[config.mk]
export PLATFORM = sky130hd
export DESIGN_NAME = sseg_scan_decoder
export DESIGN_NICKNAME = d
export VERILOG_FILES = /design/src/rtl/sseg_scan_decoder.sv
export SDC_FILE = /design/constraint.sdc
export NUM_CORES = 1
export LEC_CHECK = 0
export ABC_AREA = 0
export BUFFER_PORTS_ARGS = -buffer_cell sky130_fd_sc_hd__buf_2
export CAP_MARGIN = 0
export CORE_MARGIN = 2
export CORE_UTILIZATION = 54
export DETAILED_ROUTE_END_ITERATION = 12
export PLACE_DENSITY = 0.78
export REMOVE_ABC_BUFFERS = 1
export SETUP_SLACK_MARGIN = 0.1
export SLEW_MARGIN = 10
export SYNTH_ARGS = -nofsm -noshare
export SYNTH_HDL_FRONTEND = slang
export SYNTH_SLANG_ARGS = --single-unit
[constraint.sdc]
create_clock -name clk -period 2.15 [get_ports clk]
set_clock_uncertainty 0.2 [all_clocks]
set_input_delay 0.43 -clock clk [delete_from_list [all_inputs] [get_ports clk]]
set_output_delay 0.43 -clock clk [all_outputs]
set_load 0.02 [all_outputs]
[src/rtl/sseg_scan_decoder.sv]
// Receive side of a multiplexed 7-segment display: samples the an/sseg pins,
// recovers the four displayed hex digits and publishes them as one coherent frame.
module sseg_scan_decoder #(
  parameter int STABLE_CYCLES  = 16,
  parameter int TIMEOUT_CYCLES = 1048576,
  parameter int TO_W           = 21
) (
  input  logic       clk,
  input  logic       reset,
  input  logic [3:0] an,
  input  logic [6:0] sseg,
  output logic [3:0] d0,
  output logic [3:0] d1,
  output logic [3:0] d2,
  output logic [3:0] d3,
  output logic [3:0] blank,
  output logic       frame_valid,
  output logic       err,
  output logic       scan_lost
);

  localparam int CNT_W = $clog2(STABLE_CYCLES + 1);

  typedef enum logic [1:0] {IDLE, QUAL, ACCEPT, HOLD} state_t;

  state_t           state, next_state;
  logic [3:0]       an_meta, s_an, lat_an, next_lat_an;
  logic [6:0]       seg_meta, s_seg, lat_seg, next_lat_seg;
  logic [CNT_W-1:0] cnt, next_cnt;
  logic [3:0]       shadow_val [4];
  logic [3:0]       shadow_blank;
  logic [3:0]       mask;
  logic [TO_W-1:0]  to_cnt;
  logic             same_pair, one_low, dec_ok, dec_blank, acc_valid, acc_bad;
  logic [1:0]       idx;
  logic [3:0]       dec_val;
  logic [6:0]       pattern;

  // Two-stage synchronizer; idle pins (all off) are the safe reset value.
  always_ff @(posedge clk) begin
    if (!reset) begin
      an_meta  <= 4'hF;
      s_an     <= 4'hF;
      seg_meta <= 7'h7F;
      s_seg    <= 7'h7F;
    end else begin
      an_meta  <= an;
      s_an     <= an_meta;
      seg_meta <= sseg;
      s_seg    <= seg_meta;
    end
  end

  always_ff @(posedge clk) begin
    if (!reset) begin
      state   <= IDLE;
      lat_an  <= 4'hF;
      lat_seg <= 7'h7F;
      cnt     <= '0;
    end else begin
      state   <= next_state;
      lat_an  <= next_lat_an;
      lat_seg <= next_lat_seg;
      cnt     <= next_cnt;
    end
  end

  assign same_pair = (s_an == lat_an) && (s_seg == lat_seg);

  always_comb begin
    next_state   = state;
    next_lat_an  = lat_an;
    next_lat_seg = lat_seg;
    next_cnt     = cnt;
    case (state)
      IDLE: begin
        if (s_an != 4'hF) begin
          next_state   = QUAL;
          next_lat_an  = s_an;
          next_lat_seg = s_seg;
          next_cnt     = CNT_W'(1);
        end
      end
      QUAL: begin
        // The first sample of a pair counts as one, so acceptance needs
        // STABLE_CYCLES identical samples in a row.
        if (!same_pair) begin
          if (s_an == 4'hF) begin
            next_state = IDLE;
          end else begin
            next_lat_an  = s_an;
            next_lat_seg = s_seg;
            next_cnt     = CNT_W'(1);
          end
        end else if (cnt == CNT_W'(STABLE_CYCLES - 1)) begin
          next_state = ACCEPT;
          next_cnt   = cnt + CNT_W'(1);
        end else begin
          next_cnt = cnt + CNT_W'(1);
        end
      end
      ACCEPT: begin
        next_state = HOLD;
      end
      HOLD: begin
        if (!same_pair) begin
          if (s_an == 4'hF) begin
            next_state = IDLE;
          end else begin
            next_state   = QUAL;
            next_lat_an  = s_an;
            next_lat_seg = s_seg;
            next_cnt     = CNT_W'(1);
          end
        end
      end
      default: next_state = IDLE;
    endcase
  end

  assign pattern = ~lat_seg;

  always_comb begin
    idx       = 2'd0;
    one_low   = 1'b0;
    dec_ok    = 1'b1;
    dec_val   = 4'h0;
    dec_blank = 1'b0;
    case (lat_an)
      4'b1110: begin idx = 2'd0; one_low = 1'b1; end
      4'b1101: begin idx = 2'd1; one_low = 1'b1; end
      4'b1011: begin idx = 2'd2; one_low = 1'b1; end
      4'b0111: begin idx = 2'd3; one_low = 1'b1; end
      default: one_low = 1'b0;
    endcase
    case (pattern)
      7'h3F: dec_val = 4'h0;
      7'h06: dec_val = 4'h1;
      7'h5B: dec_val = 4'h2;
      7'h4F: dec_val = 4'h3;
      7'h66: dec_val = 4'h4;
      7'h6D: dec_val = 4'h5;
      7'h7D: dec_val = 4'h6;
      7'h07, 7'h27: dec_val = 4'h7;
      7'h7F: dec_val = 4'h8;
      7'h6F: dec_val = 4'h9;
      7'h77: dec_val = 4'hA;
      7'h7C: dec_val = 4'hB;
      7'h39: dec_val = 4'hC;
      7'h5E: dec_val = 4'hD;
      7'h79: dec_val = 4'hE;
      7'h71: dec_val = 4'hF;
      7'h00: dec_blank = 1'b1;
      default: dec_ok = 1'b0;
    endcase
  end

  assign acc_valid = (state == ACCEPT) && one_low && dec_ok;
  assign acc_bad   = (state == ACCEPT) && !(one_low && dec_ok);

  // Shadow capture, frame publication and scan-loss watchdog. A valid accept
  // always beats the watchdog terminal count in the same cycle.
  always_ff @(posedge clk) begin
    if (!reset) begin
      for (int i = 0; i < 4; i++) shadow_val[i] <= 4'h0;
      shadow_blank <= 4'hF;
      mask         <= 4'h0;
      d0           <= 4'h0;
      d1           <= 4'h0;
      d2           <= 4'h0;
      d3           <= 4'h0;
      blank        <= 4'hF;
      frame_valid  <= 1'b0;
      err          <= 1'b0;
      scan_lost    <= 1'b0;
      to_cnt       <= '0;
    end else begin
      frame_valid <= 1'b0;
      err         <= acc_bad;
      if (mask == 4'hF) begin
        d0          <= shadow_val[0];
        d1          <= shadow_val[1];
        d2          <= shadow_val[2];
        d3          <= shadow_val[3];
        blank       <= shadow_blank;
        frame_valid <= 1'b1;
        mask        <= 4'h0;
      end
      if (acc_valid) begin
        shadow_val[idx]   <= dec_val;
        shadow_blank[idx] <= dec_blank;
        mask[idx]         <= 1'b1;
        to_cnt            <= '0;
        scan_lost         <= 1'b0;
      end else if (to_cnt != TO_W'(TIMEOUT_CYCLES)) begin
        to_cnt <= to_cnt + TO_W'(1);
        if (to_cnt == TO_W'(TIMEOUT_CYCLES - 1)) begin
          scan_lost <= 1'b1;
          mask      <= 4'h0;
        end
      end
    end
  end

endmodule

Word-level counts from Yosys, hierarchy flattened:

Memory sizes are Yosys's and may differ from the RTL's. A register that Yosys moved wholly into a read port is not among the register bits.
Index checks and enable logic that the tools add are counted.

* flip-flop bits (word level): 76
* bits in writable memories: 16
* word-level logic and storage cells: 127
* memories: 1

* $add $sub $neg: 2
* magnitude comparators: 2
* eq/ne operators: 38
* multiplexer cells: 41
* bitwise logic cells: 3
* reduce and logical (&&, ||, !) cells: 25

Memories
* shadow_val: words 4, bits a word 4, read ports 4, clocked after memory_dff 4, wr ports 4, line 30 `logic [3:0] shadow_val [4];`

Operators by type and width (count)
* $eq 7x7->1 const B: 12
* $pmux 4 s15: 1
* $mux 4: 9
* $add 21x1->21 const B: 1
* $eq 21x20->1 const B: 1
* $eq 7x6->1 const B: 3
* $mux 7: 3
* $ne 21x21->1 const B: 1
* $eq 4x4->1 const B: 5
* $mux 5: 4
* $reduce_or 18->1: 1
* $pmux 5 s3: 1
* $eq 7x3->1 const B: 2
* $pmux 7 s2: 1
* $mux 2: 6
* $mux 1: 11
* $ne 2x2->1 const B: 4
* $pmux 2 s4: 1
* $pmux 4 s2: 1
* $reduce_and 4->1: 2
* $reduce_or 4->1: 2
* $eq 7x7->1: 1
* $logic_not 7->1: 1
* $not 7->7: 1
* other kinds (23): 36

Logic depth before layout (Yosys ltp):

Gate-level depths: netlist (run 1).

* depth in word-level cells: 10
* gate-level depth with buffers: 9
* depth with buffers taken out: 7

Worst setup path before layout (run 1):

No wires, ideal clock.

* path type: reg-to-reg
* start: register lat_seg[4]
* end: memory shadow_val[0][0] (enable)
* arrival time: 1.641 ns
* data required time: 1.642 ns
* slack: 0.001 ns
* cell stages (with the launch flop): 7
* path buffers: 2
* period minus slack after synthesis: 2.149 ns
* path through: dfxtp_1 -> buf_2 -> or3_1 -> o31ai_4 -> buf_4 -> o211ai_2 -> nand2_1

RTL lines
* from (decl): line 28 `logic [6:0] seg_meta, s_seg, lat_seg, next_lat_seg;`
* from (signal assigned): line 63 `lat_seg <= next_lat_seg;`
* to (decl): line 30

==> results.cfg, run 1 <==
[worst_setup_path]
crit_path_start_kind = flip-flop
cp.arrival_ns = 2.18
required_ns = 2.04
cpPeakStageDelay_ns = 0.39
crit_buf_inv = 3
cpMaxStageDelayCell = dfxtp_4
path_class = reg -> reg
crit_family = simple AND/OR/NAND/NOR gates
worstSetupEndpointType = flip-flop
crit_path_frequent_cell = buf_4
path_cells = buf_4, nor2b_1, nand3_1, a31o_1, nand3_2, buf_8, buf_4, o211ai_4, nand2_2
worstPathMaxFanout = 7

[min_path]
hold_class = in -> reg

[die]
die_h_um = 99.86
start_util_pct = 56.35
rows = 34
die_area_um2 = 9972
io_pins = 36
die_w_um = 99.86
coreArea_um2 = 8806

[logic_synthesis]
synthFlopType = dfxtp_1
synth-edff-count = 16
syn_inst = 530
async_flop_share_pct = 0
ys_ff_latch = 108
synth_seq_area_share_pct = 46.80
syn-cell-area_um2 = 4962
yosysWarnings = 0
synth_area_per_cell_um2 = 9.363
synthTopCellsByArea = dfxtp_1 (37%), edfxtp_1 (9.7%), nand2_1 (5.7%)
synth.distinct_cells = 60
synth_top_area_share_pct = 37.12
yosysTopAreaCell = dfxtp_1

[power_and_ir_drop]
switchingPower_mw = 1.013
power_frac_seq_pct = 55.7
p_sw_share_pct = 26.51
p_leak_nw = 2.504
internal_power_mw = 2.808
clock_power_share_pct = 32.5
totalPowerFinal_mw = 3.821
pwr-share-comb_pct = 11.8
power_per_cell_area_nw_per_um2 = 589.8
ir_drop_uv = 504.9

[clock_network]
cts_tree = yes
clockBufferDepth = 2
cts.sink_count = 108
clkSlewWorstSetupHoldPaths_ns = 0.11
cts_root_buf = clkbuf_8
insertion_delay_ns = 0.38
hold_buffers = 0
cts_buffers = 9
cts_max_level = 3

[final_layout]
multi_input_area_um2 = 2883
drive_gt1_share_pct = 35.17
syn_to_final_growth_pct = 30.53
post-route-util_pct = 73.56
fillers = 596
seq_area_um2 = 2347
fin_cells = 725
final_nets = 629
antenna-diode-count = 0

[detailed_routing]
detail_route.wl_per_cell_um = 17.21
drtAntennaViolNets = 0
first_iter_violations = 361
drcViolationCount = 0
vias = 4310
dr.pass1.iters = 5
post_drt_via_cell_ratio = 5.945
routed_wl_mm = 12.48

[global_routing]
grt_pass1_wl_mm = 17.41
first_global_vias = 3800
grt_usage_pct = 21.41
grt.overflow.total = 0
antenna_found_initial = 0
grt_max_degree = 32

[sta]
rsz0062_at_grt = yes
min_period_ns = 2.290
timing.final.ws_setup_ns = -0.1399
finalSetupViolCount = 70
worst_pin_slew_ns = 0.6979
max_slew_margin_pct = 52.99
final_hold_viol_count = 0
max_freq_mhz = 436.7
finalCritPeriodShare_pct = 106.5
drv_slew = 0

[place]
place.gp.congestion = 0.9306
placement.io_buffers = 35
placed_cells = 681
dp_hpwl_mm = 6.833

[run_status]
outcome = complete, but fails checks
violations = setup timing

[flow_run]
drv_cap = 0
-- per-layer routing --
metal / track usage, % / part of all wire (%)
met5: 0 / 0
met1: 26.95 / 41
met4: 7.482 / 2.6
met2: 37.01 / 51
met3: 3.969 / 5.2
-- power by group through the flow --
stage / registers [mW] / clock network [mW] / logic, mW
floorplan: 2.17 / 0 / 0.174
global placement: 2.17 / 0 / 0.289
detailed placement: 2.18 / 0 / 0.300
CTS: 2.13 / 1.24 / 0.360
global route: 2.13 / 1.34 / 0.478
finish: 2.13 / 1.24 / 0.450
-- timing repair --
item | in CTS | in global routing
setup endpoints to repair | 80 | 80
pin swaps | 19 | 50
resized for setup | 47 | 81
gates cloned | 2 | 1
buffers inserted | 14 | 11
endpoints found under the hold margin | 0 | 0
-- cells by family after synthesis --
group | after synthesis | synth area share, %
simple gates | 249 | 27.43
flops | 108 | 46.80
compound gates | 74 | 11.07
buf+inv | 45 | 4.387
xor+xnor | 32 | 5.648
mux | 18 | 3.656
fa+ha+maj | 4 | 1.009
-- synthesized netlist by cell type (7+ instances only) --
cell,n
edfxtp_1,16
nand2_1,76
nor2b_1,8
nor3_1,16
a21oi_1,23
o21ai_0,7
nand2b_1,23
and3_1,9
nor2_1,36
xor2_1,27
nor3_2,20
clkbuf_1,18
dfxtp_1,92
inv_1,9
mux2i_1,17
nand3_1,28
buf_2,12
a31oi_1,7
-- sequential cells by signal, indices dropped and copies added, names as in the netlist, 5 cells and up, named ones only --
name	count
to_cnt	21
shadow_val	16
lat_seg	7
s_seg	7
seg_meta	7
cnt	5
-- worst paths after layout --
check	endpoint	cells after the start	slack [ns]	from
setup / recovery	shadow_val[3][1]	9	-0.14	lat_seg[3]
hold / removal	an_meta[3]	2	0.02	an[3]
setup reg to reg	shadow_val[3][1]	9	-0.14	lat_seg[3]
hold reg to reg	s_seg[6]	1	0.22	seg_meta[6]
-- through the flow --
step	hold slack, ns	area [µm²]	setup WS (ns)	TNS [ns]
after floorplan	0.1863	4778	-0.3881	-18.02
after global placement	0.1895	5456	-0.06949	-1.481
after detailed placement	0.1957	5456	-0.1105	-4.217
after CTS	0.02155	5996	-0.02440	-0.05296
after global routing	0.008692	6477	-0.2157	-10.73
final	0.02467	6477	-0.1399	-5.289
-- area by class of cell --
cell class / count / area share, %
Multi-Input combinational cell: 378 / 44.50
Sequential cell: 108 / 36.24
Timing Repair Buffer: 106 / 13.58
Clock buffer: 10 / 2.299
Tap cell: 108 / 2.086
Clock inverter: 6 / 0.7726
Inverter: 9 / 0.5215
-- cell usage in the layout, fill, tap and decap left out, drive strengths merged, types with 4 or more instances in the layout --
cell    Yosys  final
nand4       5      5
nor3       36     36
nor2       36     36
nor4        5      5
dfxtp      92     92
a31oi       8      8
xor2       27     27
buf        18    104
ha          4      4
nor2b       8      8
nor3b       4      4
xnor2       5      5
and3        9      9
edfxtp     16     16
and4        5      5
mux2i      17     17
o211ai      9      9
o21ai      11     11
nand2      76     76
a21oi      23     23
nand2b     23     23
clkbuf     18     12
nand3      29     29
or3         4      4
inv         9     12
Power figures use the tool's default switching activity.
==> inputs of run 2 (changes only) <==
- clock period: 2.15 -> 1.9 ns (I/O delays scaled with it)
==> run 2 against run 1 <==
- critical path type unchanged
- sequential power grew 13%
- largest power group unchanged
- the flow still finishes with violations (setup timing)
- total power grew 8.9%
- maximum frequency grew 2.3%
- die area is the same
- highest routed layer unchanged
==> results.cfg, run 2 (synthesis results as in run 1) <==
[run_status]
outcome = complete, but fails checks
violations = setup timing

[final_layout]
syn_to_final_growth_pct = 32.00
largest_reg_flops = 21
regMostFlops = to_cnt
fillers = 594
top_regs = to_cnt: 21 flops, shadow_val: 16 flops
drive_gt1_share_pct = 35.05
antenna-diode-count = 0
multi_input_area_um2 = 2668
final_nets = 671
seq_area_um2 = 2346
stdcell_area_um2 = 6550
layout_common_cells = dfxtp_1 (85), buf_4 (82), nand2_1 (72)
post-route-util_pct = 74.38
layout_commonest_cell = dfxtp_1

[worst_setup_path]
cpMaxStageDelayCell = or3b_4
worstPathMaxFanout = 8
required_ns = 1.91
ff2ff_path_depth = 8
worstSetupEndpointType = flip-flop
r2r_start = lat_seg[3]
path_depth = 8
path_cells = buf_4, or3b_4, a21oi_4, a31oi_1, o211ai_2, o221ai_2, buf_6, nor3_1
crit_family = compound AO/OA/AOI/OAI gates
cp.arrival_ns = 2.25
crit_buf_inv = 2
crit_path_start_kind = flip-flop
path_class = reg -> reg
reg2reg_slack_ns = -0.34
worstReg2RegEnd = shadow_val[3][0]
endpoint = shadow_val[3][0]
cpPeakStageDelay_ns = 0.39
cp-startpoint = lat_seg[3]

[sta]
min_period_ns = 2.237
worst_pin_slew_ns = 0.6668
setup-tns-final_ns = -17.68
final_hold_viol_count = 0
finalCritPeriodShare_pct = 117.8
finalSetupViolCount = 80
max_freq_mhz = 446.9
hold_slack_ns = 0.1603
max_slew_margin_pct = 55.07
timing.final.ws_setup_ns = -0.3374
drv_slew = 0
rsz0062_at_grt = yes

[clock_network]
cts_max_level = 3
cts_buffers = 9
clkSlewWorstSetupHoldPaths_ns = 0.10
clockBufferDepth = 2
cts.sink_count = 108
cts_root_buf = clkbuf_8
insertion_delay_ns = 0.38
cts_tree = yes

[detailed_routing]
detail_route.wl_per_cell_um = 15.11
first_iter_violations = 256
drtAntennaViolNets = 0
drcViolationCount = 0
vias = 4342
routed_wl_mm = 11.59
post_drt_via_cell_ratio = 5.661
dr.pass1.iters = 5

[global_routing]
grt_pass1_wl_mm = 18.82
first_global_vias = 4194
antenna_found_initial = 0
grt.overflow.total = 0
grt_max_degree = 36
grt_usage_pct = 23.28

[die]
die_w_um = 99.86
io_pins = 36
start_util_pct = 56.35
rows = 34
die_h_um = 99.86
die_area_um2 = 9972
coreArea_um2 = 8806

[power_and_ir_drop]
p_leak_nw = 2.716
power_per_cell_area_nw_per_um2 = 635.0
ir_drop_uv = 510.5

[place]
dp_hpwl_mm = 7.398
placement.io_buffers = 35
dpl_cell_area_um2 = 5792
place.gp.congestion = 0.8479

[min_path]
hold_class = in -> reg
worstHoldPathCells = 3

[flow_run]
drv_cap = 0
==> run 2: cell types whose count changed in the layout (fill, tap and decap cells not counted), sizes merged <==
cell / change
clkbuf: -2
buf: +34
clkinvlp: +2
dlygate4sd3: +11
o31ai: -1
inv: -2
==> run 2: how the worst min path moves through the flow <==
| stage | from | to | slack (ns) |
|---|---|---|---|
| after floorplan | an_meta[0] | s_an[0] | 0.19 |
| after global placement | an_meta[0] | s_an[0] | 0.19 |
| after detailed placement | seg_meta[5] | s_seg[5] | 0.19 |
| after CTS | reset | mask[3] | 0.15 |
| after global routing | reset | mask[3] | 0.15 |
| final | reset | mask[3] | 0.16 |
==> run 2: worst register-to-register path, cell delays in order (launching register included) <==
cell and delay [ns]:
dfxtp_4 0.38, buf_4 0.12, or3b_4 0.39, a21oi_4 0.18, a31oi_1 0.07, o211ai_2 0.23
o221ai_2 0.13, buf_6 0.18, nor3_1 0.20
==> run 2: per-stage QoR <==
| stage | instances | power (mW) | setup WS, ns |
|---|---|---|---|
| 3_3_place_gp | 724 | 2.821 | -0.2922 |
| 5_1_grt | 767 | 4.325 | -0.4292 |
| 4_1_cts | 761 | 4.154 | -0.2452 |
| 2_1_floorplan | 494 | 2.655 | -0.6381 |
| 3_5_place_dp | 724 | 2.839 | -0.3800 |
| 6_report | 767 | 4.159 | -0.3374 |
==> run 2: power by group <==
group          switching (mW)  total (mW)  internal [mW]  leakage (nW)
sequential             0.0350        2.40           2.36         0.913
combinational           0.250       0.491          0.241          1.72
clock                   0.782        1.27          0.491        0.0848
total                    1.07        4.16           3.09          2.72
==> run 2: routing by layer <==
layer	part of all wire, %	track usage (%)
met5	0	0
met3	5.2	5.014
met2	51	41.48
met1	40	27.47
met4	3.2	8.957
==> run 2: final cells by class <==
type / instances / share of cell area (%)
multi-input cells: 377 / 40.73
clock buffers: 10 / 1.948
clock inverters: 6 / 0.7450
repair buffers: 149 / 18.19
well taps: 108 / 2.063
flip-flops and latches: 108 / 35.82
inverters: 9 / 0.5158
==> run 2: timing repair <==
action                     CTS  global route
gates cloned                 1             0
hold buffers                11             0
setup endpoints to repair   81            81
hold endpoints to repair    11             0
pin swaps                    7            18
setup buffers                9             6
gates resized for setup     59            29
==> inputs of run 3 (changes only) <==
==> constraint.sdc (replaced) <==
create_clock -name clk -period 1.9 [get_ports clk]
set_clock_uncertainty 0.2 [all_clocks]
set_input_delay 0.095 -clock clk [delete_from_list [all_inputs] [get_ports clk]]
set_output_delay 0.095 -clock clk [all_outputs]
set_load 0.02 [all_outputs]
==> run 3 against run 2 <==
- the run still ends with setup timing left
- cell count is 0.39% higher
- maximum frequency fell by 3.3%
- final area up 5.1%
- critical path type unchanged
- highest routed layer unchanged
==> results.cfg, run 3 (synthesis results as in run 1) <==
[run_status]
outcome = complete, but fails checks
violations = setup timing

[detailed_routing]
routed_wl_mm = 13.15
detail_route.wl_per_cell_um = 17.08
post_drt_via_cell_ratio = 5.843
drtAntennaViolNets = 0
vias = 4499
drcViolationCount = 0
dr.pass1.iters = 5
first_iter_violations = 295

[place]
dpl_cell_area_um2 = 5762
placement.io_buffers = 35
pre_cts_ws_ns = -0.3495
dp_hpwl_mm = 7.389
place.gp.congestion = 0.8839
placed_cells = 720

[power_and_ir_drop]
internal_power_mw = 3.134
pwr-share-comb_pct = 12.9
clock_power_share_pct = 31.4
power_frac_seq_pct = 55.7
p_sw_share_pct = 27.17
totalPowerFinal_mw = 4.302
power_per_cell_area_nw_per_um2 = 625.1
p_leak_nw = 2.741
ir_drop_uv = 493.3
switchingPower_mw = 1.169

[sta]
min_period_ns = 2.314
max_freq_mhz = 432.2
rsz0062_at_grt = yes
worst_pin_slew_ns = 0.7290
max_slew_margin_pct = 51.30
finalCritPeriodShare_pct = 121.8
finalSetupViolCount = 80
setup-tns-final_ns = -22.14
hold_slack_ns = 0.2172
drv_slew = 0
timing.final.ws_setup_ns = -0.4140
final_hold_viol_count = 0

[global_routing]
grt_usage_pct = 23.97
antenna_found_initial = 0
grt_pass1_wl_mm = 19.44
grt_max_degree = 41
grt.overflow.total = 0
first_global_vias = 4294

[worst_setup_path]
reg2reg_slack_ns = -0.41
r2r_start = lat_seg[5]
worstSetupEndpointType = flip-flop
cp.arrival_ns = 2.23
crit_path_start_kind = flip-flop
worstReg2RegEnd = shadow_val[1][1]
worstPathMaxFanout = 6
path_class = reg -> reg
required_ns = 1.81
ff2ff_path_depth = 8

[die]
die_w_um = 99.86
start_util_pct = 56.35
die_h_um = 99.86
rows = 34
io_pins = 36
coreArea_um2 = 8806
die_area_um2 = 9972

[final_layout]
syn_to_final_growth_pct = 38.70
antenna-diode-count = 0
largest_reg_flops = 21
drive_gt1_share_pct = 38.07
layout_commonest_cell = dfxtp_1
top_regs = to_cnt: 21 flops, shadow_val: 16 flops
regMostFlops = to_cnt
final_nets = 674
fin_cells = 770
layout_common_cells = dfxtp_1 (85), buf_4 (72), nand2_1 (70)
post-route-util_pct = 78.16
stdcell_area_um2 = 6883

[clock_network]
cts_tree = yes
cts_buffers = 9
cts.sink_count = 108
cts_max_level = 3
clockBufferDepth = 2
cts_root_buf = clkbuf_8
clkSlewWorstSetupHoldPaths_ns = 0.11
insertion_delay_ns = 0.38

[min_path]
min_from = an_meta[1]
hold_class = reg -> reg
min_to = s_an[1]
worstHoldPathCells = 1

[flow_run]
drv_cap = 0
-- run 3: worst max-delay path by stage --
stage,to,from,cells after the start
after global routing,shadow_val[1][0],lat_seg[6],9
after detailed placement,scan_lost,lat_seg[3],8
after floorplan,mask[3],lat_seg[3],6
after CTS,state[0],lat_seg[6],7
after global placement,to_cnt[15],lat_seg[3],8
final,shadow_val[1][1],lat_seg[5],8
-- run 3: metal layers --
metal  wire length [µm]  track usage [%]  part of all wire [%]  up-vias
li1                   -                -                     -     2111
met1               5257            27.96                    40     2143
met2               6617            43.50                    50      200
met3                793            4.387                   6.0       45
met4                483            9.484                   3.7        0
met5                  0                0                     0        -
-- run 3: layout make-up --
type | count | area [µm²]
Fill cell | 517 | 1923
Inverter | 9 | 33.78
Tap cell | 108 | 135.1
Timing Repair Buffer | 152 | 1284
Sequential cell | 108 | 2349
Clock inverter | 6 | 58.81
Clock buffer | 10 | 127.6
Multi-Input combinational cell | 377 | 2895
-- run 3: timing repair --
item	in CTS	in global routing
hold endpoints to repair	17	0
gates resized for setup	80	61
pin swaps	20	48
setup buffers	18	3
cloned	1	1
endpoints found under the setup margin	81	81
hold buffers	12	0
-- run 3: critical path, stage by stage (launching register included) --
cell     delay [ns]
dfxtp_4        0.38
buf_4          0.16
nor4b_4        0.14
buf_4          0.14
buf_4          0.13
nand2_1        0.07
o21ai_0        0.15
a21oi_1        0.58
nor3_2         0.10
-- run 3: power by group through the flow --
| stage | clock network, mW | registers (mW) | logic [mW] |
|---|---|---|---|
| floorplan | 0 | 2.46 | 0.197 |
| global placement | 0 | 2.45 | 0.371 |
| detailed placement | 0 | 2.45 | 0.384 |
| CTS | 1.34 | 2.39 | 0.480 |
| global route | 1.46 | 2.40 | 0.593 |
| finish | 1.35 | 2.39 | 0.556 |
